**src/rtl/usb_tx_arbiter_pkg.sv**
```systemverilog
// usb_tx_arbiter_pkg: shared types for the USB response-path scheduler.
//   TxArbState - scheduler FSM encoding (3 bits)
//   Pid        - 4-bit USB packet identifier carried to the encoder
package usb_tx_arbiter_pkg;

  localparam int unsigned PID_W = 4;

  typedef logic [PID_W-1:0] Pid;

  typedef enum logic [2:0] {
    TX_IDLE  = 3'd0,
    TX_GAP   = 3'd1,
    TX_ARB   = 3'd2,
    TX_START = 3'd3,
    TX_BUSY  = 3'd4
  } TxArbState;

endpackage

```
**src/rtl/usb_tx_arbiter_if.sv**
```systemverilog
// usb_tx_arbiter_if: requester and encoder handshake bundle.
//   req_valid/req_pid/req_is_data : requester -> arbiter transmit requests
//   grant/done                    : arbiter -> requester ownership and completion
//   enc_start/enc_pid/enc_is_data : arbiter -> encoder packet launch
//   enc_done                      : encoder -> arbiter EOP driven
// master = arbiter side, slave = requester/encoder side.
interface usb_tx_arbiter_if #(
  parameter int unsigned NUM_EP = 4
);
  import usb_tx_arbiter_pkg::*;

  logic [NUM_EP-1:0]       req_valid;
  logic [PID_W*NUM_EP-1:0] req_pid;
  logic [NUM_EP-1:0]       req_is_data;
  logic [NUM_EP-1:0]       grant;
  logic [NUM_EP-1:0]       done;
  logic                    enc_start;
  Pid                      enc_pid;
  logic                    enc_is_data;
  logic                    enc_done;

  modport master (
    input  req_valid, req_pid, req_is_data, enc_done,
    output grant, done, enc_start, enc_pid, enc_is_data
  );

  modport slave (
    output req_valid, req_pid, req_is_data, enc_done,
    input  grant, done, enc_start, enc_pid, enc_is_data
  );

endinterface

```
**src/rtl/usb_tx_arbiter_rr_arbiter.sv**
```systemverilog
// rr_arbiter: combinational arbiter. Searches req upward from ptr (wrapping)
// and returns the first set bit as a one-hot grant plus its index.
//   req   : request vector
//   ptr   : search start position (tie to 0 for fixed priority)
//   gnt_c : one-hot winner, 0 when no request
//   idx_c : winner index, 0 when no request
module rr_arbiter #(
  parameter int unsigned N = 4,
  localparam int unsigned IW = $clog2(N)
) (
  input  logic [N-1:0]  req,
  input  logic [IW-1:0] ptr,
  output logic [N-1:0]  gnt_c,
  output logic [IW-1:0] idx_c
);

  int unsigned pos;
  logic        found;

  // First requester at or after ptr wins.
  always_comb begin
    gnt_c = '0;
    idx_c = '0;
    found = 1'b0;
    pos   = 0;
    for (int unsigned i = 0; i < N; i++) begin
      pos = (32'(ptr) + i) % N;
      if (!found && req[IW'(pos)]) begin
        gnt_c[IW'(pos)] = 1'b1;
        idx_c           = IW'(pos);
        found           = 1'b1;
      end
    end
  end

endmodule

```
**src/rtl/usb_tx_arbiter.sv**
```systemverilog
// usb_tx_arbiter: after each received packet, waits the inter-packet gap,
// grants the packet encoder to one requester and sequences start/done; if
// nobody requests within the response window, pulses resp_timeout.
//   clk48, reset (async, active low), bus_reset (sync abort), rx_eop
//   resp_timeout : one-cycle pulse on an unanswered response window
//   bus          : usb_tx_arbiter_if.master (requesters + encoder)
// Build option: TX_ARB_ROUND_ROBIN_EN selects round-robin arbitration;
// otherwise fixed priority, lowest index wins.
module usb_tx_arbiter
  import usb_tx_arbiter_pkg::*;
#(
  parameter int unsigned NUM_EP       = 4,
  parameter int unsigned MIN_GAP      = 8,
  parameter int unsigned RESP_TIMEOUT = 26
) (
  input  logic            clk48,
  input  logic            reset,
  input  logic            bus_reset,
  input  logic            rx_eop,
  output logic            resp_timeout,
  usb_tx_arbiter_if.master bus
);

  localparam int unsigned CNT_W = $clog2(RESP_TIMEOUT + 1);
  localparam int unsigned IDX_W = $clog2(NUM_EP);

  localparam logic [CNT_W-1:0] GAP_LAST = CNT_W'(MIN_GAP - 1);
  localparam logic [CNT_W-1:0] TO_LAST  = CNT_W'(RESP_TIMEOUT - 1);

  localparam logic [2:0] ST_IDLE  = 3'(TX_IDLE);
  localparam logic [2:0] ST_GAP   = 3'(TX_GAP);
  localparam logic [2:0] ST_ARB   = 3'(TX_ARB);
  localparam logic [2:0] ST_START = 3'(TX_START);
  localparam logic [2:0] ST_BUSY  = 3'(TX_BUSY);

  logic [2:0]        state_q, state_d;
  logic [CNT_W-1:0]  cnt_q, cnt_d, cnt_inc;
  logic [NUM_EP-1:0] grant_q, grant_d;
  logic [NUM_EP-1:0] done_q, done_d;
  logic              resp_timeout_q, resp_timeout_d;
  logic              enc_start_q, enc_start_d;
  Pid                enc_pid_q, enc_pid_d;
  logic              enc_is_data_q, enc_is_data_d;
  logic [IDX_W-1:0]  winner_q, winner_d;

  logic [NUM_EP-1:0] win_gnt_c;
  logic [IDX_W-1:0]  win_idx_c;
  logic [IDX_W-1:0]  arb_ptr;
  Pid                req_pid_arr [NUM_EP];

  rr_arbiter #(.N(NUM_EP)) u_arb (
    .req   (bus.req_valid),
    .ptr   (arb_ptr),
    .gnt_c (win_gnt_c),
    .idx_c (win_idx_c)
  );

  // Unpack per-requester PIDs.
  always_comb begin
    for (int unsigned i = 0; i < NUM_EP; i++) begin
      req_pid_arr[i] = bus.req_pid[PID_W*i +: PID_W];
    end
  end

`ifdef TX_ARB_ROUND_ROBIN_EN
  logic [IDX_W-1:0] ptr_q, ptr_d;

  // Pointer moves past the most recent winner.
  always_comb begin
    ptr_d = ptr_q;
    if (bus_reset) begin
      ptr_d = '0;
    end else if (state_q == ST_ARB && |bus.req_valid) begin
      ptr_d = (win_idx_c == IDX_W'(NUM_EP - 1)) ? '0 : win_idx_c + 1'b1;
    end
  end

  always_ff @(posedge clk48 or negedge reset) begin
    if (!reset) ptr_q <= '0;
    else        ptr_q <= ptr_d;
  end

  assign arb_ptr = ptr_q;
`else
  assign arb_ptr = '0;
`endif

  // Counter holds the number of cycles elapsed since rx_eop; saturates.
  assign cnt_inc = (cnt_q == '1) ? cnt_q : cnt_q + 1'b1;

  // Next-state and registered-output logic.
  always_comb begin
    state_d        = state_q;
    cnt_d          = cnt_q;
    grant_d        = grant_q;
    done_d         = '0;
    resp_timeout_d = 1'b0;
    enc_start_d    = 1'b0;
    enc_pid_d      = enc_pid_q;
    enc_is_data_d  = enc_is_data_q;
    winner_d       = winner_q;
    if (bus_reset) begin
      state_d = ST_IDLE;
      cnt_d   = '0;
      grant_d = '0;
    end else begin
      case (state_q)
        ST_IDLE: begin
          cnt_d = CNT_W'(rx_eop);
          if (rx_eop) state_d = ST_GAP;
        end
        ST_GAP: begin
          cnt_d = cnt_inc;
          if (cnt_inc >= GAP_LAST) state_d = ST_ARB;
        end
        ST_ARB: begin
          cnt_d = cnt_inc;
          // A request beats a timeout that falls in the same cycle.
          if (|bus.req_valid) begin
            grant_d       = win_gnt_c;
            winner_d      = win_idx_c;
            enc_pid_d     = req_pid_arr[win_idx_c];
            enc_is_data_d = bus.req_is_data[win_idx_c];
            state_d       = ST_START;
          end else if (cnt_q >= TO_LAST) begin
            resp_timeout_d = 1'b1;
            state_d        = ST_IDLE;
          end
        end
        ST_START: begin
          enc_start_d = 1'b1;
          state_d     = ST_BUSY;
        end
        ST_BUSY: begin
          if (bus.enc_done) begin
            done_d[winner_q] = 1'b1;
            grant_d          = '0;
            state_d          = ST_IDLE;
          end
        end
        default: state_d = ST_IDLE;
      endcase
    end
  end

  always_ff @(posedge clk48 or negedge reset) begin
    if (!reset) begin
      state_q        <= ST_IDLE;
      cnt_q          <= '0;
      grant_q        <= '0;
      done_q         <= '0;
      resp_timeout_q <= 1'b0;
      enc_start_q    <= 1'b0;
      enc_pid_q      <= '0;
      enc_is_data_q  <= 1'b0;
      winner_q       <= '0;
    end else begin
      state_q        <= state_d;
      cnt_q          <= cnt_d;
      grant_q        <= grant_d;
      done_q         <= done_d;
      resp_timeout_q <= resp_timeout_d;
      enc_start_q    <= enc_start_d;
      enc_pid_q      <= enc_pid_d;
      enc_is_data_q  <= enc_is_data_d;
      winner_q       <= winner_d;
    end
  end

  assign bus.grant       = grant_q;
  assign bus.done        = done_q;
  assign bus.enc_start   = enc_start_q;
  assign bus.enc_pid     = enc_pid_q;
  assign bus.enc_is_data = enc_is_data_q;
  assign resp_timeout    = resp_timeout_q;

endmodule

```
**src/flat_wrapper.sv**
```systemverilog
// flat-port wrapper written by rule: the top's interface ports become plain ports
module usb_tx_arbiter_flat import usb_tx_arbiter_pkg::*;
#(
  parameter int unsigned NUM_EP       = 4,
  parameter int unsigned MIN_GAP      = 8,
  parameter int unsigned RESP_TIMEOUT = 26
)
  (clk48, reset, bus_reset, rx_eop, resp_timeout, bus_req_valid, bus_req_pid, bus_req_is_data, bus_enc_done, bus_grant, bus_done, bus_enc_start, bus_enc_pid, bus_enc_is_data);
  usb_tx_arbiter_if #(.NUM_EP(NUM_EP)) bus_i ();
  input  logic clk48;
  input  logic reset;
  input  logic bus_reset;
  input  logic rx_eop;
  output logic resp_timeout;
  input wire logic [$bits(bus_i.req_valid)-1:0] bus_req_valid;
  input wire logic [$bits(bus_i.req_pid)-1:0] bus_req_pid;
  input wire logic [$bits(bus_i.req_is_data)-1:0] bus_req_is_data;
  input wire logic [$bits(bus_i.enc_done)-1:0] bus_enc_done;
  output wire logic [$bits(bus_i.grant)-1:0] bus_grant;
  output wire logic [$bits(bus_i.done)-1:0] bus_done;
  output wire logic [$bits(bus_i.enc_start)-1:0] bus_enc_start;
  output wire logic [$bits(bus_i.enc_pid)-1:0] bus_enc_pid;
  output wire logic [$bits(bus_i.enc_is_data)-1:0] bus_enc_is_data;
  assign bus_i.req_valid = bus_req_valid;
  assign bus_i.req_pid = bus_req_pid;
  assign bus_i.req_is_data = bus_req_is_data;
  assign bus_i.enc_done = bus_enc_done;
  assign bus_grant = bus_i.grant;
  assign bus_done = bus_i.done;
  assign bus_enc_start = bus_i.enc_start;
  assign bus_enc_pid = bus_i.enc_pid;
  assign bus_enc_is_data = bus_i.enc_is_data;
  usb_tx_arbiter #(.NUM_EP(NUM_EP), .MIN_GAP(MIN_GAP), .RESP_TIMEOUT(RESP_TIMEOUT)) u_core (.clk48(clk48), .reset(reset), .bus_reset(bus_reset), .rx_eop(rx_eop), .resp_timeout(resp_timeout), .bus(bus_i));
endmodule
```
**config.mk**
```make
export PLATFORM = sky130hd
export DESIGN_NAME = usb_tx_arbiter_flat
export DESIGN_NICKNAME = d
export VERILOG_FILES = /design/src/rtl/usb_tx_arbiter_pkg.sv /design/src/rtl/usb_tx_arbiter_if.sv /design/src/rtl/usb_tx_arbiter_rr_arbiter.sv /design/src/rtl/usb_tx_arbiter.sv /design/src/flat_wrapper.sv
export SDC_FILE = /design/constraint.sdc
export NUM_CORES = 1
export LEC_CHECK = 0
export CAP_MARGIN = 20
export CORE_UTILIZATION = 28
export DETAILED_ROUTE_END_ITERATION = 7
export PLACE_DENSITY = 0.55
export SYNTH_ARGS = -nofsm -noshare
export SYNTH_HDL_FRONTEND = slang
export SYNTH_SLANG_ARGS = --single-unit
```
**constraint.sdc**
```tcl
create_clock -name clk48 -period 4.4 [get_ports clk48]
set_input_delay 0.88 -clock clk48 [delete_from_list [all_inputs] [get_ports clk48]]
set_output_delay 0.88 -clock clk48 [all_outputs]
set_load 0.03 [all_outputs]
```
* Yosys cells after proc, flatten, opt, wreduce, memory -nomap -nowiden
Cells that the tools add are included.
** Storage, ports and cells
- Register bits after elaboration :: 25
- Input bits :: 29
- Output and inout port bits :: 15
- Logic and storage cells :: 83
** Cells by class
- Add/sub/neg operators :: 1
- Order comparisons :: 6
- Equal/unequal tests :: 10
- Muxes and demuxes :: 40
- Bitwise logic cells :: 2
- Reductions and logical operators :: 15
** Operator list (count)
- $mux 4 :: 9
- $mux 3 :: 7
- $pmux 3 s5 :: 1
- $mux 1 :: 13
- $mux 5 :: 2
- $pmux 5 s2 :: 1
- $bmux 4 s2 :: 1
- $pmux 4 s2 :: 1
- $eq 3x2->1 const B :: 2
- $lt 2x3->1 const B :: 2
- $mux 2 :: 3
- $ne 3x2->1 const B :: 2
- $ne 3x3->1 const B :: 2
- $reduce_and 3->1 :: 2
- $reduce_bool 3->1 :: 2
- $add 5x1->5 const B :: 1
- $eq 5x5->1 const B :: 1
- $ge 5x3->1 const B :: 1
- $ge 5x5->1 const B :: 1
- $logic_and 1x1->1 :: 4
- $ne 4x2->1 const B :: 1
- $reduce_and 4->1 :: 1
- $reduce_or 4->1 :: 1
- $eq 3x1->1 const B :: 1
- 10 further kinds :: 12

* Logic depth before layout (Yosys ltp)
Gate-level depths: netlist (run 1).
- Depth in word-level cells :: 14
- Gate-level depth with buffers :: 7
- Depth with buffers taken out :: 6

* By module
From an unflattened synthesis (run 1), not the netlist that was laid out.
** Unflattened totals
- Cells, all modules :: 189
- Area total of the unflattened synthesis :: 1871.8 um^2
** Modules (own cells, without submodules)
- usb_tx_arbiter :: times used 1, cells an instance 124, area an instance 1382.6 um^2, seq. area each 625.6 um^2
- rr_arbiter :: times used 1, cells an instance 65, area an instance 489.2 um^2, seq. area each 0.0 um^2

* Worst setup path after synthesis (run 1)
OpenSTA, ideal clock, no wires.
- Path type :: input port to flip-flop
- Start point :: input port bus_req_valid[3]
- End point :: register u_core.grant_q[0], in the netlist u_core.bus.grant[0]
- Setup time :: 0.128 ns
- Arrival :: 2.164 ns
- Required time :: 4.272 ns
- Slack :: 2.108 ns
- Stages :: 5
- Path buffers :: 2
- Path through :: buf_2 > or4_1 > buf_2 > a211oi_4 > mux2_1
** Between the ends
- Cells in the longest elaborated chain, start to end :: 3
** RTL lines
- from (decl) :: line flat_wrapper.sv:15 : input wire logic [$bits(bus_i.req_valid)-1:0] bus_req_valid;
- $reduce_or 4->1 :: line usb_tx_arbiter.sv:119 : if (|bus.req_valid) begin
- $ne 3x2->1 (no line)
- $reduce_and 3->1 (no line)
- to (signal assigned) :: line usb_tx_arbiter.sv:160 : grant_q <= grant_d;
- to (decl) :: line usb_tx_arbiter.sv:38 : logic [NUM_EP-1:0] grant_q, grant_d;
No other way between the ends.
A chain may end at the register's enable or synchronous reset.

* Final worst setup path (run 1)
- Start point :: input port bus_req_valid[2]
- End point :: register u_core.grant_q[3], in the netlist u_core.bus.grant[3]
** Between the ends
- Cells in the longest elaborated chain, start to end :: 8
- Elaborated cells on any way between the ends :: 11
- Those cells by class :: eq/ne: 1; mux: 5; reduce/logical: 5
** RTL lines
- $logic_and 1x1->1 :: line usb_tx_arbiter_rr_arbiter.sv:28 : if (!found && req[IW'(pos)]) begin
- $mux 1 :: line usb_tx_arbiter_rr_arbiter.sv:28
- $logic_not 1->1 :: line usb_tx_arbiter_rr_arbiter.sv:28
- $logic_and 1x1->1 :: line usb_tx_arbiter_rr_arbiter.sv:28
- $mux 4 :: line usb_tx_arbiter_rr_arbiter.sv:28
- $mux 4 :: line usb_tx_arbiter.sv:119
- $pmux 4 s2 :: line usb_tx_arbiter.sv:107 : case (state_q)
- $mux 4 :: line usb_tx_arbiter.sv:102 : if (bus_reset) begin
Several ways; a longest one is shown, not always the timed one. The select of a mux whose other input is x is not followed.

==> results.tsv, run 1 <==
metric	value	unit
final_antenna_net_count	0	
syn_to_final_growth	38.5	%
start_kind	input port	
min_path_cells	1	
synth-xor-area-share	0.618	%
place_area	0.00189	mm^2
relSlewSlack	59.2	%
yosysTopAreaCell	dfrtp_1	
slew_violations	0	
design_area	0.00196	mm^2
place_ws	1.35	ns
r2r.worst_path.cells	5	
rr_startpoint	u_core.cnt_q[0]$_DFFE_PN0P_	
die_h	73.2	um
vias	1253	
die_area	0.00535	mm^2
io_pins	44	
via_per_inst	4.76	
crit_type	in -> reg	
worstHoldStart	u_core.winner_q[0]$_DFFE_PN0P_	
first_pass_iters	4	
end_kind	flop	
fill_cells	498	
fin_crit	2.77	ns
h-tree-depth	1	
clkPwrFrac	16.9	%
num-nets-final	228	
yosysMostFrequentCell	dfrtp_1	
cts_tree	yes	
cts_root_buffer	clkbuf_8	
timing.final.crit_share	63.0	%
hold_ws	0.451	ns
crit_arrival	2.93	ns
grt_setup_unrepaired	no	
grt.total_usage	13.7	%
power.internal	0.500	mW
max_slew.worst_pin.slew	0.604	ns
yosysWarnings	0	
ys_types	39	
path_max_fanout	15	
hold_buffers	0	
drc	0	
async_reset_ff_share	100	%
worstSkewPairLatency	0.27	ns
syn_nets	189	
peakVddDrop	0.146	mV
synth-simple-area-share	26.5	%
synth_top_area_share	44.1	%
hpwl	2640	um
overflow	0	
hold_class	reg -> reg	
n_antenna_cell	0	
synth.area.top_cells	dfrtp_1 (44%), a21oi_1 (5.3%), nor2_1 (4.5%)	
power.density	418	mW/mm^2
drive_gt1_share	4.59	%
drt_iter0_drc	72	
ys.flop_type	dfrtp_1	
multi_input_comb_area	716	um^2
first_global_vias	1243	
leakage	0.781	nW
cts_buffers	3	
status	finished clean	
power	0.821	mW
synth_fa_ha_area_share	1.77	%
core-area	0.00479	mm^2
clockBufferDepth	2	
cp.required	4.55	ns
cts_sinks	25	
p_comb_share	41.4	%
port-buffer-count	43	
rows	25	
clk_pin_slew	0.09	ns
synth_compound_area_share	18.4	%
syn_avg_cell_area	8.97	um^2
timing.rr.end	u_core.cnt_q[0]$_DFFE_PN0P_	
cts-resized-gates	0	
fin_skew	0.00666	ns
max_cap_viol_count	0	
fmax	361	MHz
netlist_area	0.00142	mm^2
setup_viol	0	
seq_area	626	um^2
p_sw	0.321	mW
synth_edf_count	0	
gp_congestion	0.844	
drt-total-wl	3420	um
rrSetupSlack	2.64	ns
grt_pass1_wl	5660	um
hold_viol_final	0	
antenna_found_initial	0	
cts_setup_buffers	0	
seq_area_frac_synth	44.1	%
synth_top_family_by_area	simple AND/OR/NAND/NOR gates	
syn_inst	158	
routedWlPerCell	13.0	um
min_to	u_core.bus.done[2]$_DFF_PN0_	
fin_ws	1.63	ns
seq_power_share	41.6	%
grt_max_degree	26	
switching_share	39.1	%
fin_tns_setup	0	ns
ys_ff_latch	25	
die_width	73.2	um
start_util	29.6	%
synth_mux_area_share	3.18	%
synth_common_cells	dfrtp_1 (25), nor2_1 (17), a21oi_1 (15), nand2_1 (13), inv_1 (9)	
[cell families (layout without fill, tap and decap cells)]
logic type,after synthesis,after routing
mux,4,4
buf+inv,19,57
fa+ha+maj,2,2
compound gates,39,39
flops,25,25
xor+xnor,1,1
simple gates,68,68
[final cells by class]
type | count | area share (%)
clock buffers | 3 | 2.10
clock inverters | 1 | 0.255
inverters | 9 | 1.72
multi-input cells | 114 | 36.5
flip-flops and latches | 25 | 31.9
well taps | 67 | 4.27
repair buffers | 44 | 23.3
[registers in the layout, indices dropped and copies added, names as in the netlist]
name                    flops
u_core.cnt_q                5
u_core.bus.done             4
u_core.bus.enc_pid          4
u_core.bus.grant            4
u_core.state_q              3
u_core.winner_q             2
u_core.bus.enc_is_data      1
u_core.bus.enc_start        1
u_core.resp_timeout         1
[stage by stage]
stage | instances | util (%)
after floorplan | 158 | -
after global placement | 258 | 39.5
after detailed placement | 258 | 39.5
after CTS | 262 | 40.4
after global routing | 263 | 41.0
final | 263 | 41.0
[worst max-delay path by stage]
stage	startpoint	end	slack, ns	depth (start not counted)
2_1_floorplan	bus_req_valid[3]	u_core.bus.grant[0]$_DFFE_PN0P_	2.11	5
3_3_place_gp	bus_req_valid[2]	u_core.bus.grant[3]$_DFFE_PN0P_	1.41	4
3_5_place_dp	bus_req_valid[2]	u_core.bus.grant[3]$_DFFE_PN0P_	1.35	4
4_1_cts	bus_req_valid[2]	u_core.bus.grant[3]$_DFFE_PN0P_	1.64	4
5_1_grt	bus_req_valid[2]	u_core.bus.grant[3]$_DFFE_PN0P_	1.55	4
6_report	bus_req_valid[2]	u_core.bus.grant[3]$_DFFE_PN0P_	1.63	4
[power by group through the flow]
stage	Sequential (mW)	Combinational, mW	Clock, mW
3_3_place_gp	0.343	0.338	0
6_report	0.342	0.340	0.139
4_1_cts	0.342	0.340	0.146
3_5_place_dp	0.345	0.340	0
2_1_floorplan	0.367	0.197	0
5_1_grt	0.352	0.376	0.157
[layer usage]
| metal | wire (um) | track usage (%) | vias up |
|---|---|---|---|
| li1 | - | - | 645 |
| met1 | 1610 | 18.3 | 575 |
| met2 | 1650 | 22.0 | 29 |
| met3 | 100 | 1.93 | 4 |
| met4 | 58 | 6.10 | 0 |
| met5 | 0 | 0 | - |
[cells in the final DEF, fill, tap and decap left out, types with 2 or more instances in the layout]
master           Yosys  routed
nand2_1             13      13
a21oi_1             15      15
dfrtp_1             25      25
nor3_1               5       5
or2_1                2       2
ha_1                 2       2
o21ai_1              5       5
or2_2                2       2
clkbuf_8             0       3
o21ai_0              3       3
a221oi_1             6       6
nor3b_1              2       2
or3_1                2       2
clkdlybuf4s50_1      0      43
nand3b_1             7       7
nand3_1              2       2
nor4_1               3       3
nor2b_1              2       2
o22ai_1              2       2
inv_1                9       9
and4_1               2       2
nor2_1              17      17
mux2_1               4       4
nor4b_1              3       3
[critical path, cell delays in order]
cell and delay (ns):
clkdlybuf4s50_1 0.61, or4_1 0.71, a211oi_4 0.36, mux2_1 0.37
(Power assumes the default switching activity.)
==> run 2, diff against run 1 <==
Settings changed: PLACE_DENSITY 0.55 to 0.57.
Clock period 4.4 ns to 2.2 ns, I/O delays scaled along.
==> run 2 against run 1 <==
Net effect:
- final cell count rose by 3.8%
- sequential share of layout area down 1.1 points
- combinational power up 110%
- die area unchanged
- non-clock buffer count is 10 higher
- wire length up 2.2%
- clock power is 110% higher
- largest power group is now combinational logic
==> results.tsv, run 2 (synthesized netlist as in run 1, its figures left out) <==
metric	value	unit	change
status	finished clean		unchanged
gp_congestion	0.828		was 0.844
first_pass_iters	4		unchanged
worstSkewPairLatency	0.27	ns	about the same
cts_buffers	3		unchanged
slew_violations	0		unchanged
fin_tns_setup	0	ns	unchanged
leakage	0.824	nW	was 0.781 nW
via_per_inst	4.72		was 4.76
crit_type	in -> reg		unchanged
p_sw	0.661	mW	was 0.321 mW
power.density	835	mW/mm^2	was 418 mW/mm^2
layout_common_cells	clkdlybuf4s50_1 (43), dfrtp_1 (25), nor2_1 (17)		unchanged
largest_reg_flops	5		unchanged
hpwl	2730	um	was 2640 um
path_buf_inv	1		unchanged
first_global_vias	1213		was 1,243
fmax	506	MHz	
min_path_cells	1		unchanged
fin_ws	0.225	ns	was 1.63 ns
crit_arrival	2.14	ns	was 2.93 ns
finish.utilization	42.5	%	was 41.0%
drc	0		unchanged
drt-total-wl	3490	um	was 3420 um
overflow	0		unchanged
core-area	0.00479	mm^2	unchanged
mostFrequentLayoutCell	clkdlybuf4s50_1		unchanged
cp_cell_sequence	clkdlybuf4s50_1, or4_1, a211oi_4, mux2_1		unchanged
grt_setup_unrepaired	no		unchanged
final_cells	273		was 263
crit_slowest_cell	or4_1		unchanged
power	1.70	mW	was 0.821 mW
rows	25		unchanged
start_util	29.6	%	unchanged
drt_iter0_drc	47		was 72
start_kind	input port		unchanged
die_area	0.00535	mm^2	unchanged
dpl.cell_count	269		was 258
relSlewSlack	63.1	%	was 59.2%
clkPwrFrac	16.9	%	about the same
cts_setup_buffers	0		unchanged
clk_pin_slew	0.09	ns	about the same
cp.required	2.36	ns	was 4.55 ns
max_cap_viol_count	0		unchanged
cpLargestDelayFamily	simple AND/OR/NAND/NOR gates		unchanged
hold_buffers	0		unchanged
fin_skew	0.00199	ns	was 0.00666 ns
grt.total_usage	14.0	%	was 13.7%
fin_crit	1.97	ns	
syn_to_final_growth	43.4	%	was 38.5%
end_kind	flop		unchanged
switching_share	39.0	%	was 39.1%
path_depth	4		unchanged
cts_sinks	25		unchanged
vias	1289		was 1,253
r2r.worst_path.cells	5		unchanged
rrSetupSlack	0.49	ns	was 2.64 ns
max_slew.worst_pin.slew	0.547	ns	was 0.604 ns
routedWlPerCell	12.8	um	was 13.0 um
fill_cells	492		was 498
hold_viol_final	0		unchanged
p_comb_share	42.9	%	was 41.4%
antenna_found_initial	0		unchanged
n_antenna_cell	0		unchanged
seq_power_share	40.1	%	was 41.6%
io_pins	44		unchanged
power.internal	1.04	mW	was 0.500 mW
seq_area	626	um^2	unchanged
num-nets-final	238		was 228
die_h	73.2	um	unchanged
setup_viol	0		unchanged
regMostFlops	u_core.cnt_q		unchanged
grt_pass1_wl	5720	um	was 5660 um
clockBufferDepth	2		unchanged
port-buffer-count	43		unchanged
peakVddDrop	0.371	mV	was 0.146 mV
place_ws	-0.0663	ns	was 1.35 ns
grt_max_degree	26		unchanged
hold_class	reg -> reg		unchanged
cts_root_buffer	clkbuf_8		unchanged
h-tree-depth	1		unchanged
cts_tree	yes		unchanged
cts-resized-gates	0		unchanged
timing.final.crit_share	89.8	%	
final_antenna_net_count	0		unchanged
drive_gt1_share	9.22	%	was 4.59%
multi_input_comb_area	716	um^2	unchanged
die_width	73.2	um	unchanged
path_max_fanout	4		was 15
critPathMaxStageDelay	0.60	ns	was 0.71 ns
## run 2: cell count changes in the layout (fill, tap and decap cells not counted)
cell,delta
buf_12,+1
clkinv_2,-1
buf_4,+10
clkinvlp_4,+1
buf_16,-1
## run 2: layer usage
metal	vias to the layer above	wire length, um	GRT usage (%)	share of wire [%]
li1	667	-	-	-
met1	600	1740	20.0	50
met2	20	1630	21.4	47
met3	2	91	2.90	2.6
met4	0	31	3.27	0.89
met5	-	0	0	0
## run 2: layout make-up
| cell class | count | area share [%] |
|---|---|---|
| repair buffers | 54 | 25.8 |
| inverters | 9 | 1.66 |
| well taps | 67 | 4.12 |
| clock buffers | 3 | 2.03 |
| multi-input cells | 114 | 35.2 |
| clock inverters | 1 | 0.369 |
| flip-flops and latches | 25 | 30.8 |
## run 2: worst paths after layout
kind                                                endpoint                           start
max                          u_core.bus.grant[1]$_DFFE_PN0P_                bus_req_valid[1]
min                             u_core.bus.done[2]$_DFF_PN0_  u_core.winner_q[0]$_DFFE_PN0P_
max reg2reg                      u_core.cnt_q[0]$_DFFE_PN0P_     u_core.cnt_q[0]$_DFFE_PN0P_
min reg2reg                     u_core.bus.done[2]$_DFF_PN0_  u_core.winner_q[0]$_DFFE_PN0P_
max in group asynchronous        u_core.cnt_q[2]$_DFFE_PN0P_                           reset
min in group asynchronous  u_core.bus.enc_pid[1]$_DFFE_PN0P_                           reset
## run 2: metrics by stage
stage,instance area [um^2],hold WS [ns]
after floorplan,1420,0.144
after global placement,1980,0.445
after detailed placement,1980,0.439
after CTS,2030,0.451
after global routing,2030,0.470
final,2030,0.460
## run 2: power by group through the flow
stage	Sequential [mW]	Clock [mW]	Combinational, mW
after floorplan	0.735	0	0.394
after global placement	0.687	0	0.729
after detailed placement	0.688	0	0.731
after CTS	0.681	0.295	0.735
after global routing	0.702	0.315	0.804
final	0.681	0.287	0.729
